### src/rtl/fp_series_accumulator_pkg.sv
// Shared FSM state encoding and default float-format constants for the series accumulator.
// Latency: none (declarations only); backpressure: not applicable.
package fp_series_accumulator_pkg;

    typedef enum logic [2:0] {
        IDLE,
        WAIT,
        ALIGN,
        ADD,
        NORM,
        DONE
    } state_e;

    localparam int FP_EXP_W   = 8;
    localparam int FP_MAN_W   = 23;
    localparam int FP_W       = 1 + FP_EXP_W + FP_MAN_W;
    localparam int FP_SIGN_BIT = FP_W - 1;
    localparam int FP_EXP_MSB = FP_W - 2;
    localparam int FP_EXP_LSB = FP_MAN_W;
    localparam logic [FP_EXP_W-1:0] FP_EXP_ALL_ONES = '1;

endpackage

### src/rtl/fp_add_datapath.sv
// Three-stage FP adder (align/add/normalise) owning the running accumulator.
// Latency: one stage per enable pulse; backpressure: none, stages advance only when enabled.
module fp_add_datapath
    import fp_series_accumulator_pkg::*;
#(
    parameter int EXP_W = FP_EXP_W,
    parameter int MAN_W = FP_MAN_W
) (
    input  logic                 clk,
    input  logic                 reset,
    input  logic                 clear_i,
    input  logic                 align_en_i,
    input  logic                 add_en_i,
    input  logic                 norm_en_i,
    input  logic [EXP_W+MAN_W:0] term_i,
    output logic [EXP_W+MAN_W:0] acc_o,
    output logic                 ovf_o
);
    localparam int W      = 1 + EXP_W + MAN_W;
    localparam int MW     = MAN_W + 1;
    localparam int SH_MAX = MAN_W + 3;
    localparam logic [EXP_W-1:0] EXP_ONES = '1;
    typedef logic signed [EXP_W+1:0] exp_s_t;

    logic [W-1:0]     acc_q;
    logic             al_sign_q, al_sub_q, al_inf_q, al_inf_sign_q;
    logic [EXP_W-1:0] al_exp_q;
    logic [MW-1:0]    al_ma_q, al_mb_q;
    logic             ad_sign_q, ad_inf_q, ad_inf_sign_q;
    logic [EXP_W-1:0] ad_exp_q;
    logic [MW:0]      ad_sum_q;

    logic             a_sign, b_sign, swap;
    logic [EXP_W-1:0] a_exp, b_exp, big_exp, small_exp;
    logic [W-2:0]     a_mag, b_mag, big_mag, small_mag;
    logic [MW-1:0]    big_m, small_m;
    logic [31:0]      diff, shamt;
    logic             al_sign_d, al_sub_d, al_inf_d, al_inf_sign_d;
    logic [MW-1:0]    al_mb_d;
    logic [MW:0]      ad_sum_d;
    logic [W-1:0]     acc_d;
    logic             norm_ovf;
    exp_s_t           e_s;
    int               lz;

    always_comb begin
        a_sign = acc_q[W-1];
        b_sign = term_i[W-1];
        a_exp  = acc_q[W-2:MAN_W];
        b_exp  = term_i[W-2:MAN_W];
        // Exponent 0 (zero or denormal) is treated as an exact zero.
        a_mag  = (a_exp == '0) ? '0 : acc_q[W-2:0];
        b_mag  = (b_exp == '0) ? '0 : term_i[W-2:0];
        swap      = b_mag > a_mag;
        big_mag   = swap ? b_mag : a_mag;
        small_mag = swap ? a_mag : b_mag;
        al_sign_d = swap ? b_sign : a_sign;
        al_sub_d  = a_sign != b_sign;
        big_exp   = big_mag[W-2:MAN_W];
        small_exp = small_mag[W-2:MAN_W];
        big_m     = (big_exp == '0) ? '0 : {1'b1, big_mag[MAN_W-1:0]};
        small_m   = (small_exp == '0) ? '0 : {1'b1, small_mag[MAN_W-1:0]};
        diff      = 32'(big_exp) - 32'(small_exp);
        shamt     = (diff > 32'(SH_MAX)) ? 32'(SH_MAX) : diff;
        // Guard bits are dropped after the shift, so shifting the bare mantissa is equivalent.
        al_mb_d   = small_m >> shamt;
        al_inf_d      = (a_exp == EXP_ONES) || (b_exp == EXP_ONES);
        al_inf_sign_d = (a_exp == EXP_ONES) ? a_sign : b_sign;

        ad_sum_d = al_sub_q ? ({1'b0, al_ma_q} - {1'b0, al_mb_q})
                            : ({1'b0, al_ma_q} + {1'b0, al_mb_q});
    end

    always_comb begin
        lz = MW;
        for (int i = 0; i < MW; i++) begin
            if (ad_sum_q[i]) lz = MW - 1 - i;
        end
        e_s      = '0;
        acc_d    = '0;
        norm_ovf = 1'b0;
        if (ad_inf_q) begin
            acc_d    = {ad_inf_sign_q, EXP_ONES, {MAN_W{1'b0}}};
            norm_ovf = 1'b1;
        end else if (ad_sum_q == '0) begin
            acc_d = '0;
        end else if (ad_sum_q[MW]) begin
            e_s = exp_s_t'({2'b00, ad_exp_q}) + exp_s_t'(1);
            if (e_s >= exp_s_t'({2'b00, EXP_ONES})) begin
                acc_d    = {ad_sign_q, EXP_ONES, {MAN_W{1'b0}}};
                norm_ovf = 1'b1;
            end else begin
                acc_d = {ad_sign_q, e_s[EXP_W-1:0], ad_sum_q[MAN_W:1]};
            end
        end else begin
            e_s = exp_s_t'({2'b00, ad_exp_q}) - exp_s_t'(lz);
            if (e_s > exp_s_t'(0)) begin
                acc_d = {ad_sign_q, e_s[EXP_W-1:0], MAN_W'(ad_sum_q[MW-1:0] << lz)};
            end
        end
    end

    always_ff @(posedge clk) begin
        if (reset || clear_i) begin
            acc_q         <= '0;
            al_sign_q     <= 1'b0;
            al_sub_q      <= 1'b0;
            al_inf_q      <= 1'b0;
            al_inf_sign_q <= 1'b0;
            al_exp_q      <= '0;
            al_ma_q       <= '0;
            al_mb_q       <= '0;
            ad_sign_q     <= 1'b0;
            ad_inf_q      <= 1'b0;
            ad_inf_sign_q <= 1'b0;
            ad_exp_q      <= '0;
            ad_sum_q      <= '0;
        end else begin
            if (align_en_i) begin
                al_sign_q     <= al_sign_d;
                al_sub_q      <= al_sub_d;
                al_inf_q      <= al_inf_d;
                al_inf_sign_q <= al_inf_sign_d;
                al_exp_q      <= big_exp;
                al_ma_q       <= big_m;
                al_mb_q       <= al_mb_d;
            end
            if (add_en_i) begin
                ad_sign_q     <= al_sign_q;
                ad_inf_q      <= al_inf_q;
                ad_inf_sign_q <= al_inf_sign_q;
                ad_exp_q      <= al_exp_q;
                ad_sum_q      <= ad_sum_d;
            end
            if (norm_en_i) acc_q <= acc_d;
        end
    end

    assign acc_o = acc_q;
    assign ovf_o = norm_en_i & norm_ovf;

endmodule

### src/rtl/fp_series_accumulator.sv
// Sums NUM_TERMS floating-point terms through one shared adder, optional alternating signs.
// Latency: 4 cycles per back-to-back term plus 1; backpressure: term_ready only while waiting for a term.
module fp_series_accumulator
    import fp_series_accumulator_pkg::*;
#(
    parameter int NUM_TERMS = 6,
    parameter int EXP_W     = FP_EXP_W,
    parameter int MAN_W     = FP_MAN_W
) (
    input  logic                 clk,
    input  logic                 reset,
    input  logic                 start,
    input  logic                 alt_sign,
    input  logic                 term_valid,
    output logic                 term_ready,
    input  logic [EXP_W+MAN_W:0] term_data,
    output logic                 sum_valid,
    output logic [EXP_W+MAN_W:0] sum_data,
    output logic [3:0]           term_idx,
    output logic                 overflow
);
    localparam int W = 1 + EXP_W + MAN_W;

    state_e       state_q, state_d;
    logic [3:0]   idx_q, idx_d;
    logic [W-1:0] term_q, term_d;
    logic [W-1:0] sum_q, sum_d;
    logic         alt_q, alt_d;
    logic         ovf_q, ovf_d;
    logic         sv_q, sv_d;
    logic         accept;
    logic [W-1:0] acc;
    logic         add_ovf;

    always_comb begin
        state_d    = state_q;
        term_ready = 1'b0;
        case (state_q)
            IDLE:    state_d = IDLE;
            WAIT: begin
                term_ready = 1'b1;
                if (term_valid) state_d = ALIGN;
            end
            ALIGN:   state_d = ADD;
            ADD:     state_d = NORM;
            NORM:    state_d = (idx_q < 4'(NUM_TERMS)) ? WAIT : DONE;
            DONE:    state_d = IDLE;
            default: state_d = IDLE;
        endcase
        // start overrides everything, even an add in flight.
        if (start) state_d = WAIT;

        accept = term_valid && term_ready && !start;
        idx_d  = start ? 4'd0 : (accept ? idx_q + 4'd1 : idx_q);
        term_d = accept ? (term_data ^ {alt_q & idx_q[0], {(W-1){1'b0}}}) : term_q;
        alt_d  = start ? alt_sign : alt_q;
        ovf_d  = start ? 1'b0 : (ovf_q | add_ovf);
        sv_d   = (state_q == DONE) && !start;
        sum_d  = sv_d ? acc : sum_q;
    end

    always_ff @(posedge clk) begin
        if (reset) begin
            state_q <= IDLE;
            idx_q   <= '0;
            term_q  <= '0;
            sum_q   <= '0;
            alt_q   <= 1'b0;
            ovf_q   <= 1'b0;
            sv_q    <= 1'b0;
        end else begin
            state_q <= state_d;
            idx_q   <= idx_d;
            term_q  <= term_d;
            sum_q   <= sum_d;
            alt_q   <= alt_d;
            ovf_q   <= ovf_d;
            sv_q    <= sv_d;
        end
    end

    fp_add_datapath #(
        .EXP_W (EXP_W),
        .MAN_W (MAN_W)
    ) u_dp (
        .clk        (clk),
        .reset      (reset),
        .clear_i    (start),
        .align_en_i (state_q == ALIGN),
        .add_en_i   (state_q == ADD),
        .norm_en_i  (state_q == NORM),
        .term_i     (term_q),
        .acc_o      (acc),
        .ovf_o      (add_ovf)
    );

    assign sum_valid = sv_q;
    assign sum_data  = sum_q;
    assign term_idx  = idx_q;
    assign overflow  = ovf_q;

endmodule
### config.mk
export PLATFORM = sky130hd
export DESIGN_NAME = fp_series_accumulator
export DESIGN_NICKNAME = d
export VERILOG_FILES = /design/src/rtl/fp_series_accumulator_pkg.sv /design/src/rtl/fp_add_datapath.sv /design/src/rtl/fp_series_accumulator.sv
export SDC_FILE = /design/constraint.sdc
export NUM_CORES = 1
export LEC_CHECK = 0
export BUFFER_PORTS_ARGS = -buffer_cell sky130_fd_sc_hd__buf_4
export CORE_MARGIN = 2
export CORE_UTILIZATION = 63
export DETAILED_ROUTE_END_ITERATION = 6
export GPL_TIMING_DRIVEN = 0
export PLACE_DENSITY = 0.84
export REMOVE_ABC_BUFFERS = 1
export SETUP_SLACK_MARGIN = 0.2
export SYNTH_ARGS = -nofsm -noshare
export SYNTH_HDL_FRONTEND = slang
export SYNTH_SLANG_ARGS = --single-unit
export TNS_END_PERCENT = 30
### constraint.sdc
create_clock -name clk -period 7.23 [get_ports clk]
set_input_delay 1.0845 -clock clk [delete_from_list [all_inputs] [get_ports clk]]
set_output_delay 1.0845 -clock clk [all_outputs]
set_load 0.02 [all_outputs]
==> results.ini, run 1 <==
[global_routing]
grtUsageTotal_pct = 37.5
grt_pass1_wl_um = 71900
grt_max_degree = 70
antenna_found_initial = 0
gr-total-overflow = 0
grt_pass1_vias = 13400

[clocking]
clkLatencyLatePin_ps = 520
cts_num_sinks = 202
clk_pin_slew_ps = 60
ctsLongestPathBuffers = 3
htreeDepth = 1
cts_root_buffer = clkbuf_16
cts_tree = yes
holdBufCountCts = 0
cts_made_buffers = 22

[timing]
worstMarginPinSlew_ps = 1280
hold_viol = 0
rsz0062_at_grt = true
finalMaxSlewViolations = 0
tns_ps = 0
fmax_mhz = 145
setup_viol = 0
period_needed_ps = 6880
relSlewSlack_pct = 13.2
timing.final.crit_share_pct = 95.1
finClkSkew_ps = 18.6

[logic_synthesis]
synth-main-ff-cell = dfxtp_1
synth_seq_cells = 202
syn_avg_cell_area_sq_um = 7.23
synth_edf_count = 0
synth-compound-area-share_pct = 26.7
synth.distinct_cells = 85
yosys_warnings = 0
yosys.area_share.simple_pct = 24.9
synth_area_sq_um = 14200
synthArstFlopShare_pct = 0
synth_fa_ha_area_share_pct = 6.02
synth_top_family_by_area = compound AO/OA/AOI/OAI gates
muxShareOfSynthArea_pct = 4.40
syn_inst = 1962
synth-seq-area-share_pct = 28.5
synthXorXnorAreaFrac_pct = 3.64

[cells_and_area]
final_util_pct = 70.6
nNetsFinal = 2030
fillCellCount = 1765
fin_area_sq_um = 15500
layout.cells.non_filler = 2219
area.growth.synth_to_final_pct = 9.37
antenna_cells = 0
drive_above_1_share_pct = 9.49

[drt]
met2_length_um = 21500
drt-vias-per-instance = 6.65
dr.pass1.iters = 6
drtIter0Drc = 1457
top_layer = met4
vias = 14700
wirelength_met1_um = 18200
wl_per_cell_um = 20.9
drc = 0
wl_met3_um = 4380
antenna_left = 0
drt_wl_total_um = 46500

[worst_setup_path]
required_ps = 7670
worstPathArrival_ps = 7320
max_stage_delay_ps = 750
path_max_fanout = 40
path_cells = nor4_2 > nand2_4 > nand2_1 > ha_1 > a211oi_1 > o21ai_0 > a22oi_1 > nand4_1 > nand2_4 > buf_12 > mux2i_1 > a221o_1 > a31oi_1 > or4_4 > nor3_4 > and2_1 > nand3_1 > a31oi_1
critPathLaunchType = register
crit_slowest_cell = or4_4
end_kind = register
worstSetupPathType = register to register

[power]
combinationalPowerShare_pct = 24.2
power_density_nw_per_um2 = 191
p_leak_nw = 5.68
clockPowerShare_pct = 37.4
peakVddDrop_mv = 0.232
intPower_w = 0.00200
seqPwrFrac_pct = 38.4
p_sw_share_pct = 32.3
power.net_switching_w = 0.000955

[job]
cap_violations = 0

[placed_design]
placed_cell_area_sq_um = 14700
port_buffers = 75
gp_congestion = 1.03
hpwl_um = 33600
dp.cells = 2174

[floorplanning]
initial_core_util_pct = 64.6
die_x_um = 154
core_sq_um = 22000
die_h_um = 154
rows = 54
num_io_pins = 76
die_area_sq_um = 23700

[outcome]
status = complete, no violations

[hold_path]
hp-class = register to register

==> cell usage in the layout, fill, tap and decap left out, drive strengths merged, types with 16 or more instances in the layout <==
master  instances
nand2         356
dfxtp         202
nand3          58
mux2i          50
o211ai         52
clkbuf         29
nor4           20
a21oi         196
a31oi          32
xnor2          45
and2           36
a211oi         38
nor2          180
nor2b          16
ha             65
buf            91
nand4          21
o21ai         109
a311oi         16
nor3           39
inv            48
a22oi          37
==> sequential cells by signal, indices dropped and copies added, names as in the netlist, 3 cells and up <==
| signal | count |
|---|---|
| term_idx | 4 |
| term_q | 32 |
| u_dp.al_mb_q | 24 |
| u_dp.ad_exp_q | 8 |
| u_dp.al_ma_q | 24 |
| sum_data | 32 |
| u_dp.ad_sum_q | 25 |
| u_dp.al_exp_q | 8 |
| u_dp.acc_o | 32 |
| state_q | 3 |
==> worst max-delay path, delay by kind of cell, from the launching register on <==
family          cells  cell delay, ps
flops               1             510
fa+ha+maj           1             310
buf+inv             1             260
simple gates        9            3950
mux                 1             390
compound gates      6            1330
==> routing by layer <==
layer	global-route usage, %	vias up
li1	-	6971
met1	48.3	6807
met2	62.9	817
met3	4.93	153
met4	16.6	0
met5	0	-
==> worst paths after layout <==
check | start | to | slack (ps) | depth (start not counted)
worst max-delay path | u_dp.acc_o[24] | u_dp.al_mb_q[0] | 350 | 18
worst min-delay path | term_q[20] | term_q[20] | 450 | 2
worst max register to register | u_dp.acc_o[24] | u_dp.al_mb_q[0] | 350 | 18
worst min register to register | term_q[20] | term_q[20] | 450 | 2
==> logic make-up (layout without fill, tap and decap cells) <==
kind of cell | after synthesis | count (layout)
AND/OR/NAND/NOR | 779 | 782
AO/OA/AOI/OAI | 593 | 593
flip-flops | 202 | 202
buffers and inverters | 202 | 176
adder cells (fa/ha/maj) | 67 | 67
multiplexers | 60 | 60
XOR/XNOR | 59 | 59
==> cells in the mapped netlist, types with 9 or more instances <==
cell type  instances  area [sq um]
o21ai_1           11          55.1
nand3_1           58           290
nor3_1            36           180
o21ai_0           98           490
a22oi_1           36           270
o22ai_1           11          68.8
o21bai_1           9          67.6
nand4_1           21           131
a21oi_1          195           976
buf_1             18          67.6
nor4_1            17           106
xnor2_1           45           394
a31oi_1           31           194
o211ai_1          52           390
nor2_1           177           664
inv_1             46           173
a21o_1            14           105
and2_1            35           219
mux2_2             9           101
ha_1              65           813
mux2i_1           50           500
dfxtp_1          202          4040
a311oi_1          15           131
nand2_1          354          1330
nand2b_1          12          75.1
buf_2             15          75.1
clkbuf_1         113           424
nor2b_1           16           100
xor2_1            14           123
a211oi_1          38           285
==> final cells by class <==
type / instances / area [sq um] / area share, %
Sequential cell: 202 / 4040 / 26.1
Multi-Input combinational cell: 1561 / 9470 / 61.1
Timing Repair Buffer: 91 / 771 / 4.97
Clock inverter: 8 / 105 / 0.678
Inverter: 48 / 180 / 1.16
Tap cell: 280 / 350 / 2.26
Clock buffer: 29 / 587 / 3.78
==> power by group through the flow <==
stage | sequential [W] | combinational (W) | clock, W
2_1_floorplan | 0.00115 | 0.000464 | 0
3_3_place_gp | 0.00116 | 0.000638 | 0
3_5_place_dp | 0.00116 | 0.000669 | 0
4_1_cts | 0.00113 | 0.000682 | 0.00111
5_1_grt | 0.00113 | 0.000767 | 0.00115
6_report | 0.00113 | 0.000716 | 0.00111
==> per-stage QoR <==
step                hold slack, ps  power (W)  setup slack (ps)
floorplan                      426    0.00162               280
global placement               440    0.00179             -2580
detailed placement             443    0.00183             -1180
CTS                            451    0.00292               203
global route                   464    0.00305               196
finish                         449    0.00296               354
==> what timing repair did <==
action | 4_1_cts | 5_1_grt
buffers inserted | 0 | 5
gates cloned | 0 | 3
gates resized for setup | 14 | 10
pin swaps | 0 | 5
setup endpoints to repair | 24 | 33
(Power assumes the default switching activity.)
==> run 2, diff against run 1 <==
CORE_UTILIZATION = 57   (was 63)
PLACE_DENSITY = 0.8   (was 0.84)
clock period = 6 ns   (was 7.23 ns; I/O delays follow)
==> results.ini, run 2 (synthesized netlist as in run 1, its figures left out) <==
[placed_design]
gp_congestion = 0.996  ; -3.7%
dp.cells = 2219  ; +2.1%
hpwl_um = 35000  ; +4.0%
dp_worst_setup_slack_ps = -2440  ; -1260 ps
port_buffers = 75  ; unchanged

[floorplanning]
initial_core_util_pct = 58.1  ; -6.4 points
rows = 57  ; +5.6%
die_h_um = 162  ; +5.0%
core_sq_um = 24400  ; +11%
num_io_pins = 76  ; unchanged
die_x_um = 162  ; +5.0%
die_area_sq_um = 26200  ; +10%

[cells_and_area]
mostFrequentLayoutCells = 347 x nand2_1, 191 x a21oi_1, 188 x dfxtp_1, 168 x nor2_1, 123 x buf_4
area.growth.synth_to_final_pct = 17.8
final_common_cell = nand2_1
nNetsFinal = 2093  ; +3.1%
drive_above_1_share_pct = 16.2  ; +6.8 points
multi_input_area_sq_um = 9960  ; +5.2%
layout.cells.non_filler = 2331  ; +5.0%
fillCellCount = 2068  ; +17%
antenna_cells = 0  ; unchanged
regArea_sq_um = 4070  ; +0.56%

[worst_setup_path]
worstSetupPathType = register to register
required_ps = 6390  ; -1280 ps
critPathLaunchType = register
end_kind = register
worstPathArrival_ps = 6320  ; -1000 ps
path_max_fanout = 10  ; -75%

[timing]
setup_viol = 0  ; unchanged
fmax_mhz = 169  ; +16%
finalMaxSlewViolations = 0  ; unchanged
rsz0062_at_grt = true
relSlewSlack_pct = 23.3  ; +10 points
timing.final.crit_share_pct = 98.8  ; +3.6 points
period_needed_ps = 5930  ; -951 ps
hold_viol = 0  ; unchanged
finClkSkew_ps = 12.8  ; -5.81 ps
final.setup.worst_slack_ps = 74.9  ; -279 ps
worstMarginPinSlew_ps = 1150  ; -135 ps

[global_routing]
grt_max_degree = 71  ; +1.4%
grt_pass1_vias = 14200  ; +6.0%
gr-total-overflow = 0  ; unchanged
grtUsageTotal_pct = 37.2  ; -0.26 points
grt_pass1_wl_um = 77700  ; +8.1%
antenna_found_initial = 0  ; unchanged

[clocking]
clk_pin_slew_ps = 60  ; about the same
ctsLongestPathBuffers = 3  ; unchanged
cts_made_buffers = 25  ; +14%
clkLatencyLatePin_ps = 530  ; about the same
cts_num_sinks = 202  ; unchanged
cts_tree = yes
holdBufCountCts = 0  ; unchanged
cts_root_buffer = clkbuf_16
htreeDepth = 1  ; unchanged

[power]
peakVddDrop_mv = 0.267  ; +15%
p_leak_nw = 6.18  ; +8.9%
power_density_nw_per_um2 = 241  ; +26%

[job]
cap_violations = 0  ; unchanged

[drt]
drtIter0Drc = 1703  ; +17%
top_layer = met4
vias = 15400  ; +4.6%
wirelength_met1_um = 19800  ; +8.5%
drt_wl_total_um = 51600  ; +11%
dr.pass1.iters = 6  ; unchanged
antenna_left = 0  ; unchanged
wl_met3_um = 4850  ; +11%
drc = 0  ; unchanged
wl_per_cell_um = 22.1  ; +5.8%
drt-vias-per-instance = 6.62  ; -0.43%
met2_length_um = 23300  ; +8.3%

[hold_path]
hp-class = register to register

[outcome]
status = complete, no violations

[run 2: cell types whose count changed in the layout (fill, tap and decap cells not counted), moves of 5 or more]
cell	delta
a211oi_1	-5
buf_6	+7
dfxtp_2	+12
buf_4	+41
o21ai_1	+6
o21ai_0	-9
dfxtp_1	-14
nor2_1	-5
and2_1	-9
and2_4	+11
a211oi_2	+5
[run 2: path summary, 6_finish.rpt]
check	from	slack [ps]	end	depth (start not counted)
max	u_dp.acc_o[26]	70	u_dp.al_mb_q[3]	26
min	term_q[18]	450	term_q[18]	2
max reg2reg	u_dp.acc_o[26]	70	u_dp.al_mb_q[3]	26
min reg2reg	term_q[18]	450	term_q[18]	2
[run 2: critical path, cell delays in order (launching register included)]
cell and delay, ps:
dfxtp_2 410, nor4_4 440, buf_4 230, nand2_2 180, nand2_1 150, ha_1 160, nand4_1 230, or4_4 560
nor4_4 310, a21oi_4 110, a21bo_2 240, nand2_1 60, inv_1 60, ha_4 240, nand2b_4 90, nand2_1 80
o211ai_1 170, a21oi_1 100, nor4bb_4 160, buf_4 170, or3_4 410, or2_4 280, buf_4 160, nand3_1 170
nand2_1 80, o211ai_1 400, a31oi_1 130
[run 2: timing repair]
item                       in CTS  in global routing
setup endpoints to repair      55                 36
cloned                          6                  5
setup buffers                  26                 30
hold endpoints to repair        0                  0
pin swaps                      18                 35
gates resized for setup        71                 73
[run 2: power breakdown]
group / internal, W / switching, W / leakage [nW]
sequential: 0.00135 / 0.0000144 / 1.64
combinational: 0.000400 / 0.000680 / 4.12
clock: 0.000985 / 0.000594 / 0.424
[run 2: per-layer routing]
layer  up-vias  global-route usage, %
met5         -                      0
met4         0                   20.2
met3       247                   4.90
met2       931                   61.3
met1      7151                   47.6
li1       7097                      -
[run 2: metrics by stage]
step	hold slack [ps]	utilization, %	power (W)	setup TNS [ps]	instance area [sq um]
floorplan	426	-	0.00195	-18800	13500
global placement	439	59.4	0.00218	-102090	14500
detailed placement	443	60.4	0.00221	-62320	14700
CTS	451	66.1	0.00388	0	16100
global route	462	68.5	0.00414	0	16700
finish	448	68.5	0.00403	0	16700
[run 2: area by class of cell]
type / count / area share [%]
repair buffers: 143 / 7.41
clock buffers: 35 / 4.21
inverters: 48 / 1.08
flip-flops and latches: 202 / 24.3
multi-input cells: 1569 / 59.6
well taps: 324 / 2.43
clock inverters: 10 / 0.921
==> run 3, diff against run 2 <==
CAP_MARGIN = 20   (was not set)
CORE_UTILIZATION = 64   (was 57)
PLACE_DENSITY = 0.85   (was 0.8)
clock period = 6.9 ns   (was 6 ns; I/O delays follow)
==> results.ini, run 3 (synthesized netlist as in run 1, its figures left out) <==
[floorplanning]
rows = 54  ; -5.3%
core_sq_um = 21800  ; -11%
num_io_pins = 76  ; unchanged
die_area_sq_um = 23400  ; -11%
initial_core_util_pct = 65.2  ; +7.0 points
die_x_um = 153  ; -5.5%
die_h_um = 153  ; -5.5%

[global_routing]
use_met3_pct = 5.87  ; +0.97 points
grt_pass1_wl_um = 76100  ; -2.1%
grt_util_met2_pct = 65.8  ; +4.4 points
gr-total-overflow = 0  ; unchanged
top_usage_layer = met2
grtUsageTotal_pct = 40.1  ; +2.8 points
grt_max_degree = 70  ; -1.4%
grt_pass1_vias = 14200  ; -0.32%
grtUsageMet1_pct = 50.6  ; +3.1 points
antenna_found_initial = 0  ; unchanged

[worst_setup_path]
ff2ff_path_depth = 21  ; -19%
startpoint = term_q[23]
max_stage_delay_ps = 640  ; +80 ps
required_ps = 7270  ; +880 ps
worstSetupPathType = register to register
r2r_slack_ps = 130  ; +60 ps
cp_top_family = simple AND/OR/NAND/NOR gates
path_max_fanout = 38  ; +28
worstSetupPathDepth = 21  ; -19%
r2r_end = u_dp.al_mb_q[13]
critPathLaunchType = register
worstSetupEndpoint = u_dp.al_mb_q[13]
critPathBufInv = 3  ; -1
crit_slowest_cell = or4_1
worstPathArrival_ps = 7140  ; +820 ps
path_cells = nor4_4 > nand2_2 > and2_1 > ha_1 > nand4_1 > or4_1 > nor4_2 > a21oi_4 > nand2_4 > buf_12 > mux2i_1 > a221o_1 > a31oi_2 > nor4_4 > buf_4 > buf_6 > nand2_1 > o21ai_0 > a21oi_1 > o21ai_0 > o221ai_1
end_kind = register
r2r-start = term_q[23]

[cells_and_area]
area.growth.synth_to_final_pct = 11.1
fillCellCount = 1678  ; -19%
drive_above_1_share_pct = 10.8  ; -5.5 points
layout.cells.non_filler = 2237  ; -4.0%
antenna_cells = 0  ; unchanged
regArea_sq_um = 4040  ; -0.55%
multi_input_area_sq_um = 9540  ; -4.2%
final_common_cell = nand2_1
final_util_pct = 72.4  ; +3.9 points
nNetsFinal = 2048  ; -2.2%
mostFrequentLayoutCells = 351 x nand2_1, 202 x dfxtp_1, 195 x a21oi_1, 172 x nor2_1, 97 x o21ai_0

[timing]
finClkSkew_ps = 23.1  ; +10.3 ps
setup_viol = 0  ; unchanged
rsz0062_at_grt = false
tns_ps = 0  ; unchanged
timing.hold.ws_ps = 449  ; +0.494 ps
hold_viol = 0  ; unchanged
fmax_mhz = 148  ; -12%
worstMarginPinSlew_ps = 1070  ; -82.1 ps
timing.final.crit_share_pct = 98.1  ; -0.68 points
period_needed_ps = 6770  ; +842 ps
finalMaxSlewViolations = 0  ; unchanged
relSlewSlack_pct = 28.5  ; +5.2 points

[placed_design]
gp_congestion = 1.07  ; +6.9%
port_buffers = 75  ; unchanged
dp.cells = 2177  ; -1.9%
hpwl_um = 35100  ; +0.40%

[drt]
dr.pass1.iters = 6  ; unchanged
drt-vias-per-instance = 6.87  ; +3.8%
drtIter0Drc = 1978  ; +16%
vias = 15400  ; -0.40%
wl_per_cell_um = 22.6  ; +2.0%
antenna_left = 0  ; unchanged
drc = 0  ; unchanged
drt_wl_total_um = 50500  ; -2.1%

[job]
cap_violations = 0  ; unchanged

[power]
p_leak_nw = 5.81  ; -6.1%
power_density_nw_per_um2 = 202  ; -16%
peakVddDrop_mv = 0.202  ; -24%
finalPower_w = 0.00318  ; -21%

[clocking]
ctsLongestPathBuffers = 3  ; unchanged
cts_root_buffer = clkbuf_16
htreeDepth = 1  ; unchanged
cts_made_buffers = 22  ; -12%
holdBufCountCts = 0  ; unchanged
cts_tree = yes
clkLatencyLatePin_ps = 540  ; about the same
cts_num_sinks = 202  ; unchanged
clk_pin_slew_ps = 60  ; about the same

[hold_path]
hp-class = register to register

[outcome]
status = complete, no violations

## run 3: cell types whose count changed in the layout (fill, tap and decap cells not counted), moves of 5 or more
cell / change
a211oi_1: +5
buf_4: -32
o21ai_1: -5
a211oi_2: -5
dfxtp_2: -12
and2_4: -10
and2_1: +9
dfxtp_1: +14
buf_6: -5
o21ai_0: +8
## run 3: tightest hold or removal path, cell delays in order, from the launching register on
cell and delay (ps):
dfxtp_1 300, nand2_1 50, a21oi_1 50
## run 3: power by group
| group | switching [W] | internal, W |
|---|---|---|
| clock | 0.000519 | 0.000649 |
| combinational | 0.000537 | 0.000286 |
| sequential | 0.0000124 | 0.00118 |
| total | 0.00107 | 0.00211 |
## run 3: worst min-delay path by stage
| stage | startpoint | end | slack, ps | depth (start not counted) |
|---|---|---|---|---|
| floorplan | term_q[10] | term_q[10] | 430 | 2 |
| global placement | term_q[2] | term_q[2] | 440 | 2 |
| detailed placement | term_q[13] | term_q[13] | 440 | 2 |
| CTS | term_q[13] | term_q[13] | 450 | 2 |
| global route | term_q[3] | term_q[3] | 470 | 2 |
| finish | term_q[13] | term_q[13] | 450 | 2 |
## run 3: layout make-up
class | count | share of cell area (%)
Tap cell | 280 | 2.22
Clock buffer | 30 | 4.07
Inverter | 48 | 1.14
Clock inverter | 7 | 0.333
Multi-Input combinational cell | 1563 | 60.6
Timing Repair Buffer | 107 | 6.02
Sequential cell | 202 | 25.7
## run 3: timing repair
action / CTS / global route
pin swaps: 4 / 10
buffers inserted: 8 / 8
setup endpoints to repair: 25 / 24
resized for setup: 14 / 22
gates cloned: 1 / 4
endpoints found under the hold margin: 0 / 0
## run 3: layer usage
metal | share of wire [%] | vias up
li1 | - | 6999
met1 | 36 | 7041
met2 | 45 | 1065
met3 | 11 | 259
met4 | 7.6 | 0
met5 | 0 | -
## run 3: stage by stage
step / area, sq um / setup slack (ps)
after floorplan: 13500 / -50.0
after global placement: 14400 / -3240
after CTS: 15500 / 183
after global routing: 15800 / 84.9
final: 15800 / 133
after detailed placement: 14700 / -1060
